<file path="config.mk">
export PLATFORM = sky130hd
export DESIGN_NAME = ticket_vending_fsm
export DESIGN_NICKNAME = d
export VERILOG_FILES = /design/src/rtl/ticket_vending_fsm.sv
export SDC_FILE = /design/constraint.sdc
export NUM_CORES = 1
export LEC_CHECK = 0
export ABC_AREA = 1
export CORE_MARGIN = 1.5
export CORE_UTILIZATION = 49
export DETAILED_ROUTE_END_ITERATION = 6
export GPL_TIMING_DRIVEN = 1
export PLACE_DENSITY = 0.81
export REMOVE_ABC_BUFFERS = 1
export SYNTH_ARGS = -nofsm -noshare
export SYNTH_HDL_FRONTEND = slang
export SYNTH_SLANG_ARGS = --single-unit
</file>
<file path="constraint.sdc">
create_clock -name clk -period 2.7 [get_ports clk]
set_input_delay 0.27 -clock clk [delete_from_list [all_inputs] [get_ports clk]]
set_output_delay 0.27 -clock clk [all_outputs]
set_load 0.01 [all_outputs]
</file>
<file path="src/rtl/ticket_vending_fsm.sv">
// Ticket-vending controller: prices a journey selection, collects money,
// hands tickets to the printer one at a time and returns change or a refund.
module ticket_vending_fsm #(
  parameter int NUM_STATIONS = 8,
  parameter int STN_W        = 3,
  parameter int TKT_W        = 3,
  parameter int MAX_TICKETS  = 7,
  parameter int MONEY_W      = 8,
  parameter int ACC_W        = 12,
  parameter int BASE_FARE    = 10,
  parameter int HOP_FARE     = 5
) (
  input  logic               clk,
  input  logic               reset,
  input  logic               sel_valid,
  input  logic [STN_W-1:0]   ini_state,
  input  logic [STN_W-1:0]   des_state,
  input  logic [TKT_W-1:0]   ticketnum,
  input  logic               money_valid,
  input  logic [MONEY_W-1:0] inputmoney,
  input  logic               cancel,
  input  logic               ticket_ready,
  output logic               ticket_valid,
  output logic [TKT_W-1:0]   ticket_left,
  output logic [ACC_W-1:0]   total_due,
  output logic [ACC_W-1:0]   paid,
  output logic               change_valid,
  output logic [ACC_W-1:0]   change_amount,
  output logic               refund,
  output logic               sel_err,
  output logic [2:0]         state_o
);

  typedef enum logic [2:0] {
    IDLE     = 3'd0,
    PAY      = 3'd1,
    DISPENSE = 3'd2,
    CHANGE   = 3'd3,
    REFUND   = 3'd4
  } state_e;

  localparam int SUM_W = ACC_W + 1;
  localparam logic [TKT_W-1:0] ONE_TKT = TKT_W'(1);

  state_e             state_q, state_d;
  logic [TKT_W-1:0]   ticket_left_q, ticket_left_d;
  logic [ACC_W-1:0]   total_due_q, total_due_d;
  logic [ACC_W-1:0]   paid_q, paid_d;
  logic [ACC_W-1:0]   change_amount_q, change_amount_d;
  logic               ticket_valid_q, ticket_valid_d;
  logic               change_valid_q, change_valid_d;
  logic               refund_q, refund_d;
  logic               sel_err_q, sel_err_d;

  logic [STN_W-1:0]   dist_s;
  logic [31:0]        fare_s;
  logic [31:0]        total_wide_s;
  logic               sel_bad_s;
  logic [SUM_W-1:0]   sum_s;
  logic [ACC_W-1:0]   paid_sat_s;

  // Price the presented selection and decide whether it is acceptable
  always_comb begin
    dist_s       = (ini_state > des_state) ? (ini_state - des_state) : (des_state - ini_state);
    fare_s       = 32'(BASE_FARE) + (32'(HOP_FARE) * 32'(dist_s));
    total_wide_s = fare_s * 32'(ticketnum);
    sel_bad_s    = (ini_state == des_state)
                || (int'(ini_state) >= NUM_STATIONS)
                || (int'(des_state) >= NUM_STATIONS)
                || (ticketnum == {TKT_W{1'b0}})
                || (int'(ticketnum) > MAX_TICKETS)
                || ((total_wide_s >> ACC_W) != 32'd0);
  end

  // Saturating accumulation of the inserted money
  always_comb begin
    sum_s      = {1'b0, paid_q} + SUM_W'(inputmoney);
    paid_sat_s = sum_s[ACC_W] ? {ACC_W{1'b1}} : sum_s[ACC_W-1:0];
  end

  // Next-state and next-output logic; strobes are computed one cycle ahead
  always_comb begin
    state_d         = state_q;
    ticket_left_d   = ticket_left_q;
    total_due_d     = total_due_q;
    paid_d          = paid_q;
    change_amount_d = {ACC_W{1'b0}};
    change_valid_d  = 1'b0;
    refund_d        = 1'b0;
    sel_err_d       = 1'b0;
    case (state_q)
      IDLE: begin
        if (sel_valid) begin
          if (sel_bad_s) begin
            sel_err_d = 1'b1;
          end else begin
            total_due_d   = total_wide_s[ACC_W-1:0];
            ticket_left_d = ticketnum;
            paid_d        = {ACC_W{1'b0}};
            state_d       = PAY;
          end
        end else begin
          state_d = IDLE;
        end
      end
      PAY: begin
        if (money_valid) begin
          paid_d = paid_sat_s;
        end else begin
          paid_d = paid_q;
        end
        // Cancel wins even when this cycle's money would have met the price
        if (cancel) begin
          state_d         = REFUND;
          change_valid_d  = 1'b1;
          refund_d        = 1'b1;
          change_amount_d = paid_d;
        end else if (paid_d >= total_due_q) begin
          state_d = DISPENSE;
        end else begin
          state_d = PAY;
        end
      end
      DISPENSE: begin
        if (ticket_valid_q && ticket_ready) begin
          ticket_left_d = ticket_left_q - ONE_TKT;
          if (ticket_left_q == ONE_TKT) begin
            state_d         = CHANGE;
            change_valid_d  = 1'b1;
            change_amount_d = paid_q - total_due_q;
          end else begin
            state_d = DISPENSE;
          end
        end else begin
          state_d = DISPENSE;
        end
      end
      CHANGE:  state_d = IDLE;
      REFUND:  state_d = IDLE;
      default: state_d = IDLE;
    endcase
    ticket_valid_d = (state_d == DISPENSE);
  end

  // State and output registers
  always_ff @(posedge clk or posedge reset) begin
    if (reset) begin
      state_q         <= IDLE;
      ticket_left_q   <= {TKT_W{1'b0}};
      total_due_q     <= {ACC_W{1'b0}};
      paid_q          <= {ACC_W{1'b0}};
      change_amount_q <= {ACC_W{1'b0}};
      ticket_valid_q  <= 1'b0;
      change_valid_q  <= 1'b0;
      refund_q        <= 1'b0;
      sel_err_q       <= 1'b0;
    end else begin
      state_q         <= state_d;
      ticket_left_q   <= ticket_left_d;
      total_due_q     <= total_due_d;
      paid_q          <= paid_d;
      change_amount_q <= change_amount_d;
      ticket_valid_q  <= ticket_valid_d;
      change_valid_q  <= change_valid_d;
      refund_q        <= refund_d;
      sel_err_q       <= sel_err_d;
    end
  end

  assign ticket_valid  = ticket_valid_q;
  assign ticket_left   = ticket_left_q;
  assign total_due     = total_due_q;
  assign paid          = paid_q;
  assign change_valid  = change_valid_q;
  assign change_amount = change_amount_q;
  assign refund        = refund_q;
  assign sel_err       = sel_err_q;
  assign state_o       = state_q;

endmodule

</file>
==> summary.txt <==
Outcome
  • Status: complete, but fails checks
  • Failing checks: setup timing

Die
  • Die extent in y: 90.95 um
  • IO Count: 69
  • Site row count: 31
  • Die area: 0.008271 mm2
  • Area of the core: 0.007370 mm2
  • Initial Util: 51.43%
  • Die Wd: 90.95 um

Timing
  • Final min period: 4.079 ns
  • Crit share post-route: 151.1%
  • Slew margin rel.: 63.17%
  • Fin. Hold Viols: 0
  • Worst-margin pin slew: 0.5525 ns
  • FMAX: 245.1 MHz
  • Unrepaired setup endpoints after global routing: yes
  • Worst Skew: 0.007068 ns
  • Hold WS: 0.4000 ns
  • Final slew viol count: 0
  • Setup-failing EPs final: 10
  • Final WS setup: -1.379 ns

Synthesis
  • FFs w/ async S/R, synth: 100.0%
  • Syn avg cell area: 7.687 um2
  • Yosys warns: 0
  • Synthesized flop and latch total: 44
  • Post-synth top flop: dfrtp_1
  • Post-synthesis cell type count: 39
  • Synthesized area: 0.003790 mm2
  • Post-synthesis cell count: 493
  • Number of synthesized flops with an enable pin: 0
  • Sequential share of the synthesized area: 29.05%

Clock network
  • Hold Buf Count CTS: 0
  • Worst-path clk slew: 0.08 ns
  • TritonCTS Sinks: 44
  • CTS buffer count: 5
  • Root buffer cell: clkbuf_8
  • Clock Latency Late Sink: 0.30 ns
  • H-tree Lvls: 2
  • CTS tree: built
  • Max Root-Sink Buffers: 2

Critical path
  • Crit path max fanout: 4
  • Buffers and inverters on the worst path: 5
  • Arrival @ worst endpoint: 4.26 ns
  • CP Capture Type: register
  • Reg2Reg Depth: 17
  • FF-to-FF End: ticket_valid$_DFF_PP0_
  • Worst path required time: 2.88 ns
  • Worst path most repeated cell: ha_4
  • CP startpoint kind: input pin
  • Max incr delay on CP: 0.42 ns
  • Reg-to-reg startpoint: paid[0]$_DFFE_PP0P_
  • Critical path class: input pin to register
  • Register-to-register setup slack: -0.21 ns
  • Slowest stage cell on the critical path: fa_1
  • Crit path max-delay family: adder cells

Power and ir drop
  • Switching Fraction: 46.10%
  • Clk pwr share: 7.8%
  • Internal power: 0.003034 W
  • LEAKAGE: 2.804 nW
  • Worst vdd ir: 630.2 uV
  • Logic gate share of total power: 74.6%
  • Sequential share of power: 17.7%
  • Pwr dens: 1001 mW/mm2
  • Psw: 0.002595 W

Global routing
  • Initial antenna violation count: 0
  • Overflow after GRT: 0
  • First-pass GRT wire length: 18.13 mm
  • Largest net degree at the start of global routing: 45
  • GRT Total Usage: 26.81%
  • Vias in the first global route: 4054

Routing
  • Avg WL per Cell: 14.92 um
  • DRC: 0
  • TritonRoute pass-1 iters: 6
  • Antenna viol nets, final: 0
  • Total number of vias: 3942
  • Mean number of vias per cell: 5.371
  • Total Wirelength: 10.95 mm
  • Iter 0 DRT Violations: 259

Hold path
  • Worst min path class: input pin to asynchronous set/reset pin

Layout
  • Post-route cell area: 0.005622 mm2
  • Fill cells: 504
  • ANT cells: 0
  • Share of post-route cells with drive strength above 1: 26.77%
  • Nets@finish: 718
  • Layout area overhead: 48.33%
  • Final cell count without fillers: 734

Placed design
  • DP Wirelength: 7.909 mm
  • GPL Wtd Cong: 0.8982
  • Placed cell count: 708
  • Placed cell area: 0.004966 mm2
  • Port buffer count: 66

Job
  • Max_cap viols: 0
==> worst register-to-register path: stages (launching register included) <==
cell and delay, ns:
dfrtp_1 0.39, ha_2 0.19, fa_2 0.35, nand2_2 0.08
nand2_2 0.07, nand3_2 0.07, nand2_2 0.07, buf_4 0.14
buf_4 0.14, nand2_1 0.06, inv_1 0.06, o21ai_0 0.29
inv_1 0.09, ha_1 0.19, a21oi_1 0.23, nand4_4 0.16
a21oi_2 0.18, nor2_1 0.06
==> how the worst max path moves through the flow <==
stage,slack (ns),from,to,cells after the start
after floorplan,-1.59,ini_state[0],total_due[8]$_DFFE_PP0P_,24
after global placement,-2.11,des_state[2],total_due[8]$_DFFE_PP0P_,26
after detailed placement,-2.30,des_state[2],total_due[8]$_DFFE_PP0P_,26
after CTS,-1.28,des_state[2],total_due[8]$_DFFE_PP0P_,26
after global routing,-1.54,ini_state[0],total_due[8]$_DFFE_PP0P_,25
final,-1.38,ini_state[0],total_due[8]$_DFFE_PP0P_,25
==> synth_stat cells, types with 2 or more instances <==
cell / instances / area share, %
a21oi_2: 2 / 0.46
ha_1: 50 / 17
nand2_1: 102 / 10
a21oi_1: 19 / 2.5
o22ai_1: 22 / 3.6
a31oi_1: 2 / 0.33
nor2_1: 30 / 3.0
o21ai_0: 28 / 3.7
xnor2_1: 7 / 1.6
buf_4: 3 / 0.59
buf_2: 2 / 0.26
nand3_1: 31 / 4.1
o21bai_1: 3 / 0.59
a22oi_1: 2 / 0.40
nor3_1: 4 / 0.53
nand2_2: 3 / 0.50
inv_1: 91 / 9.0
o21ai_1: 5 / 0.66
xor2_1: 10 / 2.3
nand4_1: 2 / 0.33
clkbuf_1: 4 / 0.40
dfrtp_1: 44 / 29
fa_1: 11 / 5.8
==> layout make-up <==
type	count	area, um2	share of cell area, %
multi-input cells	349	2706	48.14
clock inverters	1	7.507	0.1335
inverters	92	350.3	6.232
well taps	99	123.9	2.203
flip-flops and latches	44	1101	19.59
clock buffers	7	86.33	1.536
repair buffers	142	1246	22.17
==> cells in the final DEF (no fill, tap or decap), types with 10 or more instances in the layout <==
cell type / instances
buf_4: 75
nand2_2: 17
dfrtp_1: 44
o21ai_1: 10
o22ai_1: 16
ha_1: 34
o21ai_0: 22
nand3_1: 29
clkdlybuf4s50_1: 60
ha_4: 15
a21oi_1: 14
inv_1: 77
nor2_1: 29
nand2_1: 85
inv_2: 12
xor2_1: 10
==> power groups by stage <==
stage               registers, W  clock network [W]  logic (W)
floorplan                0.00109                  0    0.00201
global placement        0.000997                  0    0.00319
detailed placement       0.00100                  0    0.00332
CTS                     0.000990           0.000441    0.00381
global route             0.00102           0.000469    0.00463
finish                  0.000994           0.000437    0.00420
==> through the flow <==
stage | total power (W) | TNS, ns | utilization [%] | setup slack [ns]
after floorplan | 0.003101 | -9.079 | - | -1.595
after global placement | 0.004186 | -14.99 | 67.39 | -2.113
after detailed placement | 0.004323 | -16.33 | 67.39 | -2.303
after CTS | 0.005246 | -7.650 | 73.60 | -1.283
after global routing | 0.006113 | -10.05 | 76.28 | -1.541
final | 0.005629 | -8.423 | 76.28 | -1.379
==> sequential cells by signal, summed over array words and instances, names as in the netlist <==
register,cells
change_amount,12
change_valid,1
refund,1
paid,12
ticket_left,3
ticket_valid,1
sel_err,1
total_due,10
state_o,3
==> per-layer routing <==
layer	part of all wire, %	vias to the layer above	global-route usage [%]
li1	-	1878	-
met1	40	1857	31.58
met2	52	169	48.94
met3	5.6	38	4.271
met4	2.9	0	9.245
met5	0	-	0
==> logic make-up (layout without fill, tap and decap cells) <==
group	Yosys count	count (layout)	share of synthesized area, %
mux	1	1	0.2641
other cells	1	2	0.09895
xor+xnor	17	17	3.929
flops	44	44	29.05
compound gates	91	91	14.36
buf+inv	101	242	10.37
fa+ha+maj	61	61	22.32
simple gates	177	177	19.61
==> repair_timing <==
item | CTS | global route
endpoints found under the setup margin | 11 | 11
pin swaps | 34 | 29
cloned | 0 | 0
setup buffers | 12 | 6
gates resized for setup | 97 | 29
Power figures use the tool's default switching activity.
